--- src/rtl/usb_rx_decoder.sv ---
// USB full-speed receive decoder: NRZI decode, SYNC detect, bit unstuffing, byte assembly, EOP detect.
// Optional macro USB_RX_STICKY_ERR_EN turns rx_error into a level cleared only by rst or rx_start.
module usb_rx_decoder #(
    parameter int unsigned STUFF_LEN      = 6,
    parameter int unsigned SYNC_MIN_ZEROS = 5
) (
    input  logic       clk,
    input  logic       rst,
    input  logic       dp,
    input  logic       dm,
    input  logic       shift_enable,
    input  logic       rx_start,
    output logic [7:0] rx_data,
    output logic       rx_data_valid,
    output logic       sync_done,
    output logic       eop_pulse,
    output logic       rx_error,
    output logic       disable_timer
);

    localparam int unsigned BYTE_W = 8;
    localparam int unsigned BIT_W  = 3;
    localparam int unsigned CNT_W  = 4;

    typedef enum logic [2:0] {
        ST_IDLE = 3'd0,
        ST_SYNC = 3'd1,
        ST_DATA = 3'd2,
        ST_EOP1 = 3'd3,
        ST_EOP2 = 3'd4,
        ST_ERR  = 3'd5
    } state_e;

    state_e              state_q, state_d;
    logic                prev_dp_q, prev_dp_d;
    logic [BYTE_W-1:0]   rx_data_q, rx_data_d;
    logic [BYTE_W-1:0]   shift_reg_q, shift_reg_d;
    logic [BIT_W-1:0]    bit_cnt_q, bit_cnt_d;
    logic [CNT_W-1:0]    ones_cnt_q, ones_cnt_d;
    logic [CNT_W-1:0]    zero_cnt_q, zero_cnt_d;
    logic                valid_q, valid_d;
    logic                sync_done_q, sync_done_d;
    logic                eop_q, eop_d;
    logic                rx_error_q, rx_error_d;
    logic                disable_timer_q, disable_timer_d;

    logic                se0_c;
    logic                line_j_c;
    logic                bit_c;
    logic                err_set_c;
    logic [BYTE_W-1:0]   shifted_c;

    assign se0_c     = ~dp & ~dm;
    assign line_j_c  = dp & ~dm;
    assign bit_c     = (dp == prev_dp_q);
    assign shifted_c = {bit_c, shift_reg_q[BYTE_W-1:1]};

    // State and output registers
    always_ff @(posedge clk) begin
        if (rst) begin
            state_q         <= ST_IDLE;
            prev_dp_q       <= 1'b1;
            rx_data_q       <= '0;
            shift_reg_q     <= '0;
            bit_cnt_q       <= '0;
            ones_cnt_q      <= '0;
            zero_cnt_q      <= '0;
            valid_q         <= 1'b0;
            sync_done_q     <= 1'b0;
            eop_q           <= 1'b0;
            rx_error_q      <= 1'b0;
            disable_timer_q <= 1'b1;
        end else begin
            state_q         <= state_d;
            prev_dp_q       <= prev_dp_d;
            rx_data_q       <= rx_data_d;
            shift_reg_q     <= shift_reg_d;
            bit_cnt_q       <= bit_cnt_d;
            ones_cnt_q      <= ones_cnt_d;
            zero_cnt_q      <= zero_cnt_d;
            valid_q         <= valid_d;
            sync_done_q     <= sync_done_d;
            eop_q           <= eop_d;
            rx_error_q      <= rx_error_d;
            disable_timer_q <= disable_timer_d;
        end
    end

    // Next-state and output decode; rx_start restarts from any state and outranks a strobe
    always_comb begin
        state_d     = state_q;
        prev_dp_d   = prev_dp_q;
        rx_data_d   = rx_data_q;
        shift_reg_d = shift_reg_q;
        bit_cnt_d   = bit_cnt_q;
        ones_cnt_d  = ones_cnt_q;
        zero_cnt_d  = zero_cnt_q;
        valid_d     = 1'b0;
        sync_done_d = 1'b0;
        eop_d       = 1'b0;
        err_set_c   = 1'b0;

        if (rx_start) begin
            state_d     = ST_SYNC;
            prev_dp_d   = 1'b1;
            zero_cnt_d  = '0;
            ones_cnt_d  = '0;
            bit_cnt_d   = '0;
            shift_reg_d = '0;
        end else if (shift_enable) begin
            unique case (state_q)
                ST_SYNC: begin
                    if (se0_c) begin
                        err_set_c = 1'b1;
                        state_d   = ST_IDLE;
                    end else begin
                        prev_dp_d = dp;
                        if (!bit_c) begin
                            if (zero_cnt_q != {CNT_W{1'b1}}) begin
                                zero_cnt_d = zero_cnt_q + CNT_W'(1);
                            end
                        end else if (zero_cnt_q >= CNT_W'(SYNC_MIN_ZEROS)) begin
                            sync_done_d = 1'b1;
                            state_d     = ST_DATA;
                            ones_cnt_d  = CNT_W'(1);
                            bit_cnt_d   = '0;
                        end else begin
                            err_set_c = 1'b1;
                            state_d   = ST_ERR;
                        end
                    end
                end
                ST_DATA: begin
                    if (se0_c) begin
                        state_d   = ST_EOP1;
                        err_set_c = (bit_cnt_q != '0);
                        bit_cnt_d = '0;
                    end else begin
                        prev_dp_d = dp;
                        if (ones_cnt_q == CNT_W'(STUFF_LEN)) begin
                            // Stuff slot: a 0 is dropped, a 1 is a violation
                            if (!bit_c) begin
                                ones_cnt_d = '0;
                            end else begin
                                err_set_c = 1'b1;
                                state_d   = ST_ERR;
                            end
                        end else begin
                            shift_reg_d = shifted_c;
                            ones_cnt_d  = bit_c ? ones_cnt_q + CNT_W'(1) : '0;
                            if (bit_cnt_q == BIT_W'(BYTE_W - 1)) begin
                                rx_data_d = shifted_c;
                                valid_d   = 1'b1;
                                bit_cnt_d = '0;
                            end else begin
                                bit_cnt_d = bit_cnt_q + BIT_W'(1);
                            end
                        end
                    end
                end
                ST_EOP1: begin
                    if (se0_c) begin
                        state_d = ST_EOP2;
                    end else begin
                        err_set_c = 1'b1;
                        state_d   = ST_IDLE;
                    end
                end
                ST_EOP2: begin
                    if (line_j_c) begin
                        eop_d     = 1'b1;
                        prev_dp_d = 1'b1;
                    end else begin
                        err_set_c = 1'b1;
                    end
                    state_d = ST_IDLE;
                end
                default: begin
                end
            endcase
        end

`ifdef USB_RX_STICKY_ERR_EN
        rx_error_d = rx_start ? 1'b0 : (rx_error_q | err_set_c);
`else
        rx_error_d = err_set_c;
`endif
        disable_timer_d = (state_d == ST_IDLE) || (state_d == ST_ERR);
    end

    assign rx_data       = rx_data_q;
    assign rx_data_valid = valid_q;
    assign sync_done     = sync_done_q;
    assign eop_pulse     = eop_q;
    assign rx_error      = rx_error_q;
    assign disable_timer = disable_timer_q;

endmodule

--- config.mk ---
export PLATFORM = sky130hd
export DESIGN_NAME = usb_rx_decoder
export DESIGN_NICKNAME = d
export VERILOG_FILES = /design/src/rtl/usb_rx_decoder.sv
export SDC_FILE = /design/constraint.sdc
export NUM_CORES = 1
export LEC_CHECK = 0
export CORE_ASPECT_RATIO = 1.5
export CORE_MARGIN = 1
export CORE_UTILIZATION = 50
export CTS_CLUSTER_SIZE = 10
export DETAILED_ROUTE_END_ITERATION = 8
export HOLD_SLACK_MARGIN = 0.12
export PLACE_DENSITY = 0.8
export REMOVE_ABC_BUFFERS = 1
export SETUP_SLACK_MARGIN = 0.15
export SYNTH_ARGS = -nofsm -noshare
export SYNTH_HDL_FRONTEND = slang
export SYNTH_SLANG_ARGS = --single-unit
--- constraint.sdc ---
create_clock -name clk -period 2.19 [get_ports clk]
set_input_delay 0.3285 -clock clk [delete_from_list [all_inputs] [get_ports clk]]
set_output_delay 0.3285 -clock clk [all_outputs]
set_load 0.02 [all_outputs]
==> flow_summary.ini <==
[grt]
grt_overflow_total = 0
antenna_found_initial = 0
grt_pass1_wl_mm = 6.637
grt_usage = 0.2374
grt_pass1_vias = 1545
grt_max_degree = 22

[die]
dieHeight_um = 74.62
die_w_um = 50.42
io_pins = 19
die_area_mm2 = 0.003762
initial_utilization = 0.5196
core.rowCount = 26
core_area_mm2 = 0.003383

[place]
port-buffer-count = 18
place_area_mm2 = 0.002171
dp.final_hpwl_mm = 2.845
dp_cells = 278
gp_congestion = 0.9199

[clock_tree]
clock_latency_ps = 290
ctsHoldBuffers = 0
clock_path_buffers = 2
clk_pin_slew_ps = 80
cts_sinks = 35
cts_tree = built
cts_buffers = 5
htree_levels = 2
clockRootBuffer = clkbuf_8

[synth]
ys_types = 48
synth_edf_count = 0
yosysSeqAreaShare = 0.3986
netlist_area_mm2 = 0.001758
ys_seq_elements = 35
synth.top_cells.by_area = dfxtp_1, mux2i_1, nor2_1, ha_1, nand2_1
async_reset_ff_frac = 0
postSynthCellCount = 198
yosys_warnings = 0
synth_area_leader_cell = dfxtp_1
avgSynthCellArea_um2 = 8.878
synthFlopType = dfxtp_1
synth_top_area_share = 0.3986

[power]
power.leakage_uw = 0.001005
power_density_mw_per_mm2 = 573.4
ir_worst_vdd_mv = 0.6925

[critical_path]
critPathSlowestCell = or4_4
crit_buf_inv = 1
crit_family = simple AND/OR/NAND/NOR gates
path_max_fanout = 3
timing.rr.start = ones_cnt_q[0]
arrival_ps = 2240
crit_path_start = ones_cnt_q[0]
crit_required_ps = 2410
cp_slowest_stage_delay_ps = 530
crit_chain = inv_4 > ha_4 > nand3b_1 > o22ai_2 > and2_4 > or4_4 > or3b_1 > a21oi_1
critPathLaunchType = flip-flop
crit_path_end_kind = flip-flop
crit_type = flip-flop to flip-flop

[timing]
fin_crit_ps = 2021
drv_slew = 0
fin_skew_ps = 10.10
max_freq_ghz = 0.4949
worst_pin_slew_ps = 410.8
finalSetupViolCount = 0
fin_crit_sh = 0.9227
hold_ws_ps = 498.2
hold_violations = 0
rsz0062_at_grt = yes
slew-limit-headroom = 0.7227

[outcome]
status = completed

[finish]
syn_to_final_growth_pct = 38.79
n_antenna_cell = 0
final_common_cell = buf_4
final_cell_mix = buf_4, nor2_1, dfxtp_1
stdcell_area_mm2 = 0.002440
layout.cells.non_filler = 294
layout-drive-gt1-share = 0.2937
fin_nets = 265

[routing]
drt_iter0_drc = 48
first_pass_iters = 4
routed_wl_mm = 4.183
routedWlPerCell_um = 14.23
drc = 0
vias = 1625
ant_nets = 0
via_per_inst = 5.527

[hold_path]
hold_class = flip-flop to flip-flop
hold_start = rx_data[1]

[run]
maxCapViolCount = 0
per-stage QoR:
| step | util | setup slack, ps | setup TNS, ps | total power (µW) |
|---|---|---|---|---|
| floorplan | - | -536.7 | -4683 | 730.1 |
| global placement | 0.6416 | -212.5 | -1399 | 802.4 |
| detailed placement | 0.6416 | -249.5 | -1816 | 805.4 |
| CTS | 0.6882 | 157.3 | 0 | 1402 |
| global route | 0.7212 | 84.29 | 0 | 1450 |
| finish | 0.7212 | 169.4 | 0 | 1399 |
repair_timing:
item | in CTS | in global routing
cloned | 0 | 1
endpoints found under the setup margin | 3 | 16
pin swaps | 4 | 7
gates resized for setup | 7 | 23
hold endpoints to repair | 0 | 0
buffers inserted | 4 | 3
cell families after synthesis:
kind of cell               synth area share
muxes                                0.1089
DFF                                  0.3986
and+or+nand+nor                      0.2434
AOI/OAI and AO/OA                    0.1217
xor gates and xnor gates            0.02990
adders and majority gates           0.05694
buffers and inverters               0.04056
synthesized netlist by cell type (2+ instances only):
library cell,count
nand2b_1,4
nand3_1,6
ha_1,8
or3_1,4
o22ai_1,2
a21oi_1,7
dfxtp_1,35
nand3b_1,2
a221oi_1,2
and3_1,3
buf_4,2
xnor2_1,3
a21o_1,2
mux2i_1,18
o21ai_0,3
nor3_1,2
and2_1,2
clkbuf_1,6
or3b_1,3
o21ai_1,4
xor2_1,3
a211oi_1,3
nand2_1,10
buf_2,3
nor2_1,34
inv_1,5
path summary, 6_finish.rpt:
path	slack, ps	cells after the start	end
setup / recovery	170	8	ones_cnt_q[2]
hold / removal	500	2	rx_data[1]
setup reg to reg	170	8	ones_cnt_q[2]
hold reg to reg	500	2	rx_data[1]
layer usage:
| layer | vias to the layer above | part of all wire | global-route usage | wire (µm) |
|---|---|---|---|---|
| li1 | 805 | - | - | - |
| met1 | 758 | 0.41 | 0.2535 | 1715 |
| met3 | 8 | 0.047 | 0.05051 | 195 |
| met2 | 54 | 0.52 | 0.4356 | 2195 |
| met5 | - | 0 | 0 | 0 |
| met4 | 0 | 0.018 | 0.1235 | 76 |
power by group:
group	switching (µW)	total, µW	internal [µW]
Clock	251	593	343
Combinational	80.6	157	76.4
Sequential	7.15	649	641
Total	339	1400	1060
final cells by class:
type | instances | area [µm²]
multi-input combinational | 147 | 1062
tap | 42 | 52.55
inverter | 5 | 21.27
fill | 241 | 943.4
clock inverter | 3 | 46.29
clock buffer | 5 | 68.82
timing repair buffer | 57 | 475.5
sequential | 35 | 713.2
flip-flops by register name (all words and copies together), names as in the netlist:
signal and flops:
eop_pulse 1, disable_timer 1, prev_dp_q 1, rx_data_valid 1, ones_cnt_q 4, zero_cnt_q 4, rx_data 8, sync_done 1
state_q 3, bit_cnt_q 3, shift_reg_q 7, rx_error 1
worst register-to-register path, cell delays in order (launching register included):
cell and delay, ps:
dfxtp_2 360, inv_4 50, ha_4 150, nand3b_1 110, o22ai_2 100, and2_4 150
or4_4 530, or3b_1 350, a21oi_1 140
Note: power is estimated with default switching activity, not from simulation.
